[config.mk]
export PLATFORM = sky130hd
export DESIGN_NAME = adc_sum_sq_acc
export DESIGN_NICKNAME = d
export VERILOG_FILES = /design/src/rtl/adc_sum_sq_pkg.sv /design/src/rtl/adc_sq_lane.sv /design/src/rtl/adc_sum_sq_acc.sv
export SDC_FILE = /design/constraint.sdc
export NUM_CORES = 1
export LEC_CHECK = 0
export ABC_AREA = 0
export CAP_MARGIN = 20
export CORE_UTILIZATION = 30
export CTS_CLUSTER_DIAMETER = 80
export DETAILED_ROUTE_END_ITERATION = 8
export GPL_TIMING_DRIVEN = 0
export PLACE_DENSITY = 0.48
export SLEW_MARGIN = 20
export SYNTH_ARGS = -nofsm -noshare
export SYNTH_HDL_FRONTEND = slang
export SYNTH_SLANG_ARGS = --single-unit
[constraint.sdc]
create_clock -name user_clk -period 5.9 [get_ports user_clk]
set_input_delay 1.475 -clock user_clk [delete_from_list [all_inputs] [get_ports user_clk]]
set_output_delay 1.475 -clock user_clk [all_outputs]
set_load 0.1 [all_outputs]
[src/rtl/adc_sum_sq_pkg.sv]
// Shared definitions for the ADC sum-of-squares accumulator.
// Holds the lane geometry, the arithmetic widths and the accumulator state enum.
// The largest legal window (2^MAX_LEN_LOG2 beats) sets EXT_W. EXT_W is the width
// the dump is widened to before it is compared against the 32-bit output range.
package adc_sum_sq_pkg;

    localparam int SAMPLE_W     = 8;
    localparam int LANES        = 4;
    localparam int SQ_W         = 16;
    localparam int SUM_W        = 17;
    localparam int MAX_LEN_LOG2 = 24;
    localparam int EXT_W        = SUM_W + MAX_LEN_LOG2;

    typedef enum logic [1:0] {
        IDLE  = 2'd0,
        ARMED = 2'd1,
        RUN   = 2'd2
    } state_e;

endpackage

[src/rtl/adc_sq_lane.sv]
// One lane of the squaring stage: a signed 8-bit sample in, a registered
// unsigned 16-bit square out.
// Ports:
//   clk      - rising-edge clock
//   sample_i - signed sample, already registered by the caller
//   sq_o     - registered square, exact for -128 (16384)
// This block has no reset. It carries data only, and the valid flags that
// qualify it live in the parent.
module adc_sq_lane
    import adc_sum_sq_pkg::*;
(
    input  logic                       clk,
    input  logic signed [SAMPLE_W-1:0] sample_i,
    output logic        [SQ_W-1:0]     sq_o
);

    logic signed [SQ_W-1:0] prod;
    logic        [SQ_W-1:0] sq_q;

    // A signed 8x8 product fits a signed 16-bit result. The most positive value,
    // (-128)^2 = 16384, is still below 2^15, so reading the result as unsigned
    // is exact.
    assign prod = sample_i * sample_i;

    always_ff @(posedge clk) begin
        sq_q <= $unsigned(prod);
    end

    assign sq_o = sq_q;

endmodule

[src/rtl/adc_sum_sq_acc.sv]
// Windowed sum of squares over four packed signed 8-bit ADC lanes.
// Ports:
//   user_clk      - sole clock, rising edge
//   user_rst      - synchronous active-high reset
//   adc_data      - four signed samples per beat, lane 0 in [7:0]
//   adc_valid     - beat qualifier
//   sync_in       - window restart, qualified by adc_valid
//   en            - software enable; low forces IDLE and clears the partial window
//   user_data_out - last completed window sum
//   dump_valid    - one-cycle strobe when user_data_out updates
//   sat_flag      - the last dump exceeded 32 bits (only with ADC_SUM_SQ_SAT_EN)
// Optional feature: define ADC_SUM_SQ_SAT_EN to saturate dumps above 2^32-1.
// Without it, the low 32 bits are kept.
// Latency: the final beat of a window presented in cycle c gives dump_valid in c+4.
module adc_sum_sq_acc
    import adc_sum_sq_pkg::*;
#(
    parameter int ACC_LEN_LOG2 = 16
) (
    input  logic        user_clk,
    input  logic        user_rst,
    input  logic [31:0] adc_data,
    input  logic        adc_valid,
    input  logic        sync_in,
    input  logic        en,
    output logic [31:0] user_data_out,
    output logic        dump_valid,
    output logic        sat_flag
);

    localparam int ACC_W = SUM_W + ACC_LEN_LOG2;
    localparam int CNT_W = ACC_LEN_LOG2;

    // Returns {sat, data} for a completed window value.
    function automatic logic [32:0] shape_dump(input logic [ACC_W-1:0] v);
`ifdef ADC_SUM_SQ_SAT_EN
        if (EXT_W'(v) > EXT_W'(33'h0_FFFF_FFFF))
            return {1'b1, 32'hFFFF_FFFF};
        else
            return {1'b0, 32'(v)};
`else
        return {1'b0, 32'(v)};
`endif
    endfunction

    logic [31:0]      data_p1_q;
    logic             vld_p1_q, sync_p1_q;
    logic [SQ_W-1:0]  sq_p2 [LANES];
    logic             vld_p2_q, sync_p2_q;
    logic [SUM_W-1:0] sum_p3_d, sum_p3_q;
    logic             vld_p3_q, sync_p3_q;

    state_e           state_q;
    logic [ACC_W-1:0] acc_q, acc_d;
    logic [CNT_W-1:0] cnt_q;
    logic [32:0]      dump_shaped;

    // ---- stage 1: input register ----
    always_ff @(posedge user_clk) begin
        if (user_rst) begin
            vld_p1_q  <= 1'b0;
            sync_p1_q <= 1'b0;
        end else begin
            vld_p1_q  <= adc_valid;
            sync_p1_q <= adc_valid & sync_in;
        end
    end

    always_ff @(posedge user_clk) begin
        data_p1_q <= adc_data;
    end

    // ---- stage 2: per-lane squares ----
    for (genvar i = 0; i < LANES; i++) begin : g_lane
        adc_sq_lane u_lane (
            .clk      (user_clk),
            .sample_i (data_p1_q[i*SAMPLE_W +: SAMPLE_W]),
            .sq_o     (sq_p2[i])
        );
    end

    always_ff @(posedge user_clk) begin
        if (user_rst) begin
            vld_p2_q  <= 1'b0;
            sync_p2_q <= 1'b0;
        end else begin
            vld_p2_q  <= vld_p1_q;
            sync_p2_q <= sync_p1_q;
        end
    end

    // ---- stage 3: lane sum ----
    always_comb begin
        sum_p3_d = '0;
        for (int i = 0; i < LANES; i++)
            sum_p3_d = sum_p3_d + SUM_W'(sq_p2[i]);
    end

    always_ff @(posedge user_clk) begin
        sum_p3_q <= sum_p3_d;
    end

    always_ff @(posedge user_clk) begin
        if (user_rst) begin
            vld_p3_q  <= 1'b0;
            sync_p3_q <= 1'b0;
        end else begin
            vld_p3_q  <= vld_p2_q;
            sync_p3_q <= sync_p2_q;
        end
    end

    // ---- stage 4: accumulate / dump ----
    // acc_d includes the current beat, so on the final beat it is the dump value.
    assign acc_d       = acc_q + ACC_W'(sum_p3_q);
    assign dump_shaped = shape_dump(acc_d);

    always_ff @(posedge user_clk) begin
        if (user_rst) begin
            state_q       <= IDLE;
            acc_q         <= '0;
            cnt_q         <= '0;
            user_data_out <= '0;
            dump_valid    <= 1'b0;
            sat_flag      <= 1'b0;
        end else begin
            dump_valid <= 1'b0;
            if (!en) begin
                state_q <= IDLE;
                acc_q   <= '0;
                cnt_q   <= '0;
            end else begin
                case (state_q)
                    IDLE: state_q <= ARMED;
                    ARMED: begin
                        if (vld_p3_q && sync_p3_q) begin
                            state_q <= RUN;
                            acc_q   <= ACC_W'(sum_p3_q);
                            cnt_q   <= CNT_W'(1);
                        end
                    end
                    RUN: begin
                        if (vld_p3_q) begin
                            // A sync beat restarts the window even on the final index.
                            if (sync_p3_q) begin
                                acc_q <= ACC_W'(sum_p3_q);
                                cnt_q <= CNT_W'(1);
                            end else if (cnt_q == '1) begin
                                user_data_out <= dump_shaped[31:0];
                                sat_flag      <= dump_shaped[32];
                                dump_valid    <= 1'b1;
                                acc_q         <= '0;
                                cnt_q         <= '0;
                            end else begin
                                acc_q <= acc_d;
                                cnt_q <= cnt_q + CNT_W'(1);
                            end
                        end
                    end
                    default: state_q <= IDLE;
                endcase
            end
        end
    end

endmodule
Yosys cells after proc, flatten, opt, wreduce, memory -nomap -nowiden
Index checks and enable logic that the tools add are counted.

Register bits: 203. Input bits: 37. Output and inout bits: 34. Word-level logic and storage cells: 57.

Add/sub/neg operators: 5. Multiply operators: 4. Eq/ne operators: 5. Multiplexer cells: 13. Bitwise operators: 5. Reduce and logical (&&, ||, !) cells: 8.

Operators with widths (number): $mux W33 (4); $pmux W33 S2 (1); $mul A8 B8 Y16 (4); $mux W16 (4); $add A17 B16 Y17 (2); $add A33 B17 Y33 (1); $pmux W16 S2 (1); $add A16 B16 Y17 (1); $add A16 B1 Y16 const B (1); $eq A16 B16 Y1 const B (1); $pmux W2 S3 (1); $reduce_and A5 Y1 (1); $reduce_or A5 Y1 (1); $ne A2 B2 Y1 const B (2); $not A1 Y1 (4); $reduce_and A3 Y1 (1); $eq A2 B1 Y1 const B (1); $eq A2 B2 Y1 const B (1); $logic_not A2 Y1 (1); $mux W2 (1); $reduce_and A2 Y1 (1); $reduce_bool A2 Y1 (1); $reduce_or A2 Y1 (1); $and A1 B1 Y1 (1); other kinds (2) (2).

Longest topological paths before layout
Word-level depth: 5. Mapped depth: 19. Depth with buffers taken out: 18.

By module
Synthesis repeated with hierarchy kept, for this count alone.

Cells, all modules: 1927. Area total of the unflattened synthesis: 17201.5 µm².

Modules (own cells, without submodules): adc_sum_sq_acc (times used 1, cells each 851, area each 7430.9 µm², seq. area each 2762.6 µm²); adc_sq_lane (g_lane[0].u_lane ...) (times used 2, cells each 270, area each 2443.6 µm², seq. area each 300.3 µm²); adc_sq_lane (g_lane[2].u_lane) (times used 1, cells each 271, area each 2447.3 µm², seq. area each 300.3 µm²); adc_sq_lane (g_lane[3].u_lane) (times used 1, cells each 265, area each 2436.1 µm², seq. area each 300.3 µm²).

Worst setup path after synthesis
Ideal clock, no wire load.

Kind: reg2reg. From: register data_p1_q[6]. To: register g_lane[0].u_lane.sq_q[15]. Setup time: 0.120 ns. Arrival: 4.317 ns. Data required time: 5.780 ns. Slack: 1.463 ns. Stages on the path, launching flop included: 20. Buffers on the path: 1. Clock period less this slack: 4.437 ns. Cell sequence: dfxtp_1 -> clkbuf_1 -> inv_1 -> nor2_1 -> inv_1 -> fa_1 -> inv_1 -> fa_1 -> fa_1 -> inv_1 -> fa_1 -> inv_1 -> ha_1 -> or3_1 -> a221oi_1 -> o31ai_1 -> o21ai_0 -> nand2b_1 -> a21oi_1 -> xnor2_1.

Word-level cells in the longest chain between the ends: 1.

Ends and longest elaborated chain: start, declared (line adc_sum_sq_acc.sv:46) `logic [31:0] data_p1_q;`; start signal, assigned (line adc_sum_sq_acc.sv:70) `data_p1_q <= adc_data;`; $mul A8 B8 Y16 (line adc_sq_lane.sv:23) `assign prod = sample_i * sample_i;`; via g_lane[0].u_lane.prod[15] (line adc_sq_lane.sv:17) `logic signed [SQ_W-1:0] prod;`; end signal, assigned (line adc_sq_lane.sv:26) `sq_q <= $unsigned(prod);`; end, declared (line adc_sq_lane.sv:18) `logic [SQ_W-1:0] sq_q;`.

The timed path passes the listed nets, and every way through them passes these cells. A chain may end at the register's enable or synchronous reset.

Worst setup path after layout
Same ends and word-level chain as after synthesis.

==> metrics.md <==
| Metric | Value |
|---|---|
| Max Clock Skew | 0.01369 ns |
| Share of the synthesized area in the top cell type | 23.76% |
| WP data required | 6.31 ns |
| Critical-path cell list | clkbuf_1 > inv_1 > nor2_1 > inv_1 > fa_1 > inv_1 > fa_1 > fa_1 > inv_1 > fa_1 > inv_1 > ha_1 > or3_1 > a221oi_1 > o31ai_1 > o21ai_0 > nand2b_1 > a21oi_1 > xnor2_1 |
| Remaining Overflow, GRT | 0 |
| Worst hold path class | reg -> reg |
| Peak supply drop | 0.6614 mV |
| Hpwl dp | 32040 µm |
| Final Util | 34.59% |
| Period Utilization, post-route | 85.75% |
| P&R area growth vs syn | 13.18% |
| FF-to-FF path depth | 19 |
| Starting Density | 30.56% |
| Std cell rows | 86 |
| Status | completed |
| Crit path launch type | flop |
| Slew at the pin closest to its max-slew limit | 0.9856 ns |
| Library cells used by synthesis | 80 |
| Port Buffers | 68 |
| Root Buffer | clkbuf_16 |
| Post-synth EDFFs | 0 |
| Count leader, synth | inv_1 |
| CP peak stage delay | 0.50 ns |
| Total die area | 57410 µm² |
| Diode count | 0 |
| Number of setup violations in the final report | 0 |
| Core area | 55420 µm² |
| Vias per cell | 4.614 |
| Post-synthesis sequential area ratio | 23.40% |
| Ports | 71 |
| Fmax | 197.7 MHz |
| Area contributors post-synth | fa_1 (24%), dfxtp_1 (23%), ha_1 (11%) |
| Num CTS Buffers | 17 |
| First-pass GRT wire length | 65090 µm |
| Largest net degree at the start of global routing | 17 |
| Crit path DAT | 5.47 ns |
| Share of layout cells above drive strength 1 | 4.767% |
| Worst hold path depth | 0 |
| Fin Setup TNS | 0 ns |
| GP Congestion | 0.8629 |
| Post-synth top flop | dfxtp_1 |
| CTS sink cnt | 198 |
| Met3 usage | 2.731% |
| Clk slew on worst S/H paths | 0.07 ns |
| Crit path max fanout | 10 |
| Post-CTS Setup Bufs | 0 |
| CTS tree | built |
| Via count | 12360 |
| Critical path class | reg -> reg |
| Final slew viol count | 0 |
| GR Util All Layers | 14.54% |
| Post-cts gate resize count | 0 |
| Hold_buf cts | 0 |
| LEAKAGE | 8.286 nW |
| Die Y | 239.6 µm |
| #FFs+latches synth | 198 |
| Slew margin rel. | 34.09% |
| Critical Path End Type | flop |
| Fin nets | 2300 |
| Clk_lat worst skew | 0.49 ns |
| Ys async rst share | 0% |
| Slowest CP cell | fa_1 |
| Post-Synthesis Cells | 1828 |
| Largest area contributor in the netlist | fa_1 |
| Final hold viol count | 0 |
| Syn Std Cell Area | 16940 µm² |
| Initial antenna violation count | 0 |
| Unrepaired setup endpoints after global routing | false |
| Initial DRT Pass Iterations | 5 |
| Mean post-synth cell area | 9.266 µm² |
| GR Layer Usage met2 | 25.33% |
| DRT antenna net count | 0 |
| Post-layout min period | 5.059 ns |
| Wire per inst | 14.46 µm |
| CTS H-Tree Depth | 4 |
| Met1 usage in global routing | 17.74% |
| Chip width | 239.6 µm |
| Max-Cap Viols | 0 |
| Remaining DRCs | 0 |
| Synth Warn # | 0 |
| Most frequent CP cell | inv_1 |
| WL final | 38730 µm |
| Vias in the first global route | 12710 |
| Most used routing layer | met2 |
| Power per cell area | 499.7 nW/µm² |
| CTS Buffer Depth | 2 |
| DRT iter0 DRCs | 522 |
| Synth top cells by count | inv_1 (274), fa_1 (201), dfxtp_1 (198), ha_1 (145), nand2_1 (131) |
## cell usage in the layout, fill, tap and decap left out, types with 41 or more instances in the layout
| cell | Yosys | final |
|---|---|---|
| a21oi_1 | 82 | 82 |
| and2_1 | 81 | 81 |
| clkbuf_1 | 40 | 41 |
| clkdlybuf4s50_1 | 0 | 68 |
| dfxtp_1 | 198 | 198 |
| fa_1 | 201 | 201 |
| ha_1 | 145 | 145 |
| inv_1 | 274 | 274 |
| nand2_1 | 131 | 131 |
| nor2_1 | 114 | 114 |
| o21ai_0 | 43 | 43 |
| xnor2_1 | 105 | 105 |
## sequential cells by signal (all words and copies together), names as in the netlist, 2 cells and up
signal              count
g_lane.u_lane.sq_o     60
acc_q                  32
data_p1_q              32
user_data_out          32
sum_p3_q               17
cnt_q                  16
state_q                 2
## path summary, 6_finish.rpt
check / end / slack (ns) / start
worst max-delay path: g_lane[0].u_lane.sq_o[15]$_DFF_P_ / 0.84 / data_p1_q[6]$_DFF_P_
worst min-delay path: g_lane[1].u_lane.sq_o[0]$_DFF_P_ / 0.39 / data_p1_q[8]$_DFF_P_
worst max register to register: g_lane[0].u_lane.sq_o[15]$_DFF_P_ / 0.84 / data_p1_q[6]$_DFF_P_
worst min register to register: g_lane[1].u_lane.sq_o[0]$_DFF_P_ / 0.39 / data_p1_q[8]$_DFF_P_
## worst max-delay path, delay by kind of cell, from the launching register on
| kind | cells | cell delay [ns] |
|---|---|---|
| compound gates | 4 | 0.92 |
| xor+xnor | 1 | 0.13 |
| fa+ha+maj | 5 | 2.12 |
| buf+inv | 6 | 0.78 |
| flops | 1 | 0.36 |
| simple gates | 3 | 0.67 |
## power breakdown
group	total, mW	switching (mW)	internal (mW)
Sequential	1.91	0.199	1.71
Combinational	6.43	3.54	2.89
Clock	1.24	0.552	0.688
Total	9.58	4.29	5.29
## cells by family (layout without fill, tap and decap cells)
group | Yosys count | after routing | share of synthesized area (%)
and+or+nand+nor | 531 | 531 | 15.93
xor gates and xnor gates | 129 | 129 | 6.671
DFF | 198 | 198 | 23.40
other | 2 | 4 | 0.04434
muxes | 12 | 12 | 0.7461
adders and majority gates | 346 | 346 | 34.47
AOI/OAI and AO/OA | 277 | 277 | 11.16
buffers and inverters | 333 | 433 | 7.572
## metrics by stage
stage / power [mW] / worst slack, ns / hold WS, ns / area [µm²] / instances
4_1_cts: 9.711 / 0.7945 / 0.3886 / 19170 / 2678
2_1_floorplan: 6.895 / 1.463 / 0.3498 / 16950 / 1830
6_report: 9.579 / 0.8407 / 0.3890 / 19170 / 2678
3_3_place_gp: 8.323 / 0.8032 / 0.3745 / 18560 / 2646
3_5_place_dp: 8.392 / 0.8251 / 0.3779 / 18560 / 2646
5_1_grt: 10.65 / 0.3984 / 0.3960 / 19170 / 2678
## area by class of cell
| class | count | area [µm²] |
|---|---|---|
| fill | 5701 | 36250 |
| multi-input combinational | 1299 | 11700 |
| sequential | 198 | 3964 |
| inverter | 274 | 1028 |
| tap | 748 | 935.9 |
| timing repair buffer | 68 | 680.7 |
| clock buffer | 20 | 456.7 |
| buffer | 59 | 254.0 |
| clock inverter | 12 | 151.4 |
## per-layer routing
metal / up-vias / wire (µm)
li1: 6123 / -
met1: 6027 / 17430
met2: 168 / 19200
met3: 38 / 1189
met4: 0 / 911
met5: - / 0
Note: power is estimated with default switching activity, not from simulation.
==> RTL edit, RTL diff (config.mk and constraints unchanged) <==
Add an input register stage for `adc_data`, `adc_valid`, `sync_in` and `en`, cleared by the reset; this delays them by one clock.
--- a/src/rtl/adc_sum_sq_acc.sv
+++ b/src/rtl/adc_sum_sq_acc.sv
@@ -33,2 +33,21 @@
 
+    logic [31:0] adc_data_q;
+    logic adc_valid_q;
+    logic sync_q;
+    logic en_q;
+
+    always_ff @(posedge user_clk) begin
+        if (user_rst) begin
+            adc_data_q  <= '0;
+            adc_valid_q <= '0;
+            sync_q      <= '0;
+            en_q        <= '0;
+        end else begin
+            adc_data_q  <= adc_data;
+            adc_valid_q <= adc_valid;
+            sync_q      <= sync_in;
+            en_q        <= en;
+        end
+    end
+
     // Returns {sat, data} for a completed window value.
@@ -63,4 +82,4 @@
         end else begin
-            vld_p1_q  <= adc_valid;
-            sync_p1_q <= adc_valid & sync_in;
+            vld_p1_q  <= adc_valid_q;
+            sync_p1_q <= adc_valid_q & sync_q;
         end
@@ -69,3 +88,3 @@
     always_ff @(posedge user_clk) begin
-        data_p1_q <= adc_data;
+        data_p1_q <= adc_data_q;
     end
@@ -127,3 +146,3 @@
             dump_valid <= 1'b0;
-            if (!en) begin
+            if (!en_q) begin
                 state_q <= IDLE;
Function: no difference found for any inputs over 10 cycles, from zero or initial values and one cycle with user_rst high; that may be too few to reach the edited logic, so the function may still have changed.
==> RTL edit against the original RTL <==
- synthesized area grew 4.7%
- critical path depth down 2
- non-clock buffer count grew 6
- clock power up 68%
- worst setup slack lost 140 ps
- highest routed layer unchanged
- final area grew 7.3%
- critical path type unchanged
- synthesized cell count rose by 2.5%
- total power decreased by 23%
- largest cell class unchanged
- sequential cell count increased by 35
- global-route usage decreased by 0.49 points
- routed wire length grew 3.4%
- core utilization up 0.84 points
==> RTL edit: results (changes against the original RTL) <==
Parameter                              Value

Worst setup path
  Cell at the slowest stage of the critical path ... sky130_fd_sc_hd__or4_1
  Delay of the slowest cell on the worst path ... 590 ps (+90 ps)
  Crit-path max FO ... 8 (-2)
  Data arrival time of the worst path ... 5620 ps (+150 ps)
  Depth of the most critical reg-to-reg path ... 17 (-2)
  Worst flop-to-flop path startpoint ... data_p1_q[30]$_DFF_P_

Global route
  Pin count of the biggest net entering global routing ... 14 (-3)
  Overall track demand over capacity in global routing ... 0.1406 (-0.004873)
  Initial antenna violation count ... 1 (+1)

Detailed routing
  Vias/cell ... 4.564 (-1.1%)
  Detailed router's first-iteration violation count ... 445 (-15%)

Place
  Setup Slack @ Placement ... 733.2 ps (-91.87 ps)
  Final GP Congestion ... 0.8172 (-5.3%)
  Placed wire-length estimate ... 32580 um (+1.7%)
  PortBufs ... 69 (+1.5%)

Logic synthesis
  Count of distinct cell types in the synthesized netlist ... 76 (-5.0%)
  Biggest area contributors in the synthesized netlist ... sky130_fd_sc_hd__dfxtp_1, sky130_fd_sc_hd__fa_1, sky130_fd_sc_hd__ha_1
  Most frequent cells after synthesis ... sky130_fd_sc_hd__inv_1, sky130_fd_sc_hd__dfxtp_1, sky130_fd_sc_hd__fa_1, sky130_fd_sc_hd__ha_1, sky130_fd_sc_hd__nand2_1

Layout
  Layout cells sized above 1 ... 0.05833 (+0.01066)
  Net count reported at finish ... 2365 (+2.8%)

Clock network
  Number of buffers on the longest clock path ... 3 (+1)
  Skew-Pair Late Insertion Delay ... 550 ps (+60 ps)
  Worst-path clk slew ... 50 ps (-20 ps)
  CTS Buf Count ... 35 (+18)
  H-tree levels ... 2 (-2)

Power
  VDD IR max ... 0.2970 mV (-55%)
  Leakage power total ... 8.875 nW (+7.1%)

Timing
  Fin Clk Skew ... 19.65 ps (+5.957 ps)
  Minimum hold slack ... 323.5 ps (-65.52 ps)
  Smallest setup slack after layout ... 700.6 ps (-140.1 ps)
  Measured slew at the worst slew-check pin ... 1010 ps (+24.44 ps)

Outcome
  Run status ... completed

Min path
  Launch instance of the worst min-delay path ... adc_data_q[29]$_SDFF_PP0_
RTL edit: changes by cell type in the layout (fill, tap and decap cells not counted), sizes merged, moves of 8 or more:
cell     unedited run  this run
clkbuf             60       100
xor2               24        32
a2bb2oi             0         8
and2               81        68
nor2              117       108
nor2b              36        75
nor3               23        35
dfxtp             198       233
nand3              40        29
a31oi              19        11
inv               275       288
buf                19         8
RTL edit: cells by family after synthesis:
family / share of synthesized area
XOR/XNOR: 0.06569
flip-flops: 0.2631
multiplexers: 0.005998
AND/OR/NAND/NOR: 0.1542
buffers and inverters: 0.07621
AO/OA/AOI/OAI: 0.1052
adder cells (fa/ha/maj): 0.3292
other: 0.0004235
RTL edit: metal layers:
| metal | GRT usage | routed length [um] | part of all wire |
|---|---|---|---|
| met1 | 0.1704 | 17750 | 0.44 |
| met2 | 0.2510 | 19960 | 0.50 |
| met3 | 0.02066 | 1254 | 0.031 |
| met4 | 0.04926 | 1071 | 0.027 |
| met5 | 0 | 0 | 0 |
RTL edit: layout make-up:
| cell class | count | share of cell area |
|---|---|---|
| clock buffers | 45 | 0.04935 |
| well taps | 765 | 0.04656 |
| flip-flops and latches | 233 | 0.2269 |
| multi-input cells | 1299 | 0.5702 |
| repair buffers | 69 | 0.03359 |
| inverters | 280 | 0.05112 |
| plain buffers | 64 | 0.01461 |
| clock inverters | 16 | 0.007668 |
RTL edit: path summary, 6_finish.rpt:
path | end
min reg2reg | data_p1_q[29]$_DFF_P_
max reg2reg | g_lane[3].u_lane.sq_o[15]$_DFF_P_
min | data_p1_q[29]$_DFF_P_
max | g_lane[3].u_lane.sq_o[15]$_DFF_P_
RTL edit: power by group through the flow:
stage          Clock [W]  Sequential (W)  Combinational [W]
2_1_floorplan          0         0.00199            0.00262
6_report         0.00208         0.00204            0.00327
5_1_grt          0.00223         0.00207            0.00381
3_5_place_dp           0         0.00209            0.00331
3_3_place_gp           0         0.00208            0.00328
4_1_cts          0.00216         0.00205            0.00333
RTL edit: critical path: cells and delay by family, from the launching register on:
family | cells | cell delay (ps)
flip-flops | 1 | 300
XOR/XNOR | 1 | 80
AO/OA/AOI/OAI | 2 | 590
AND/OR/NAND/NOR | 3 | 990
buffers and inverters | 6 | 800
adder cells (fa/ha/maj) | 5 | 2310
RTL edit: stage by stage:
stage,cell area (sq um),total power (W),utilization,std cells
2_1_floorplan,17740,0.004606,-,1876
6_report,20560,0.007391,0.3543,2771
3_5_place_dp,19390,0.005402,0.3341,2710
5_1_grt,20560,0.008106,0.3543,2771
3_3_place_gp,19390,0.005369,0.3341,2710
4_1_cts,20560,0.007548,0.3543,2771
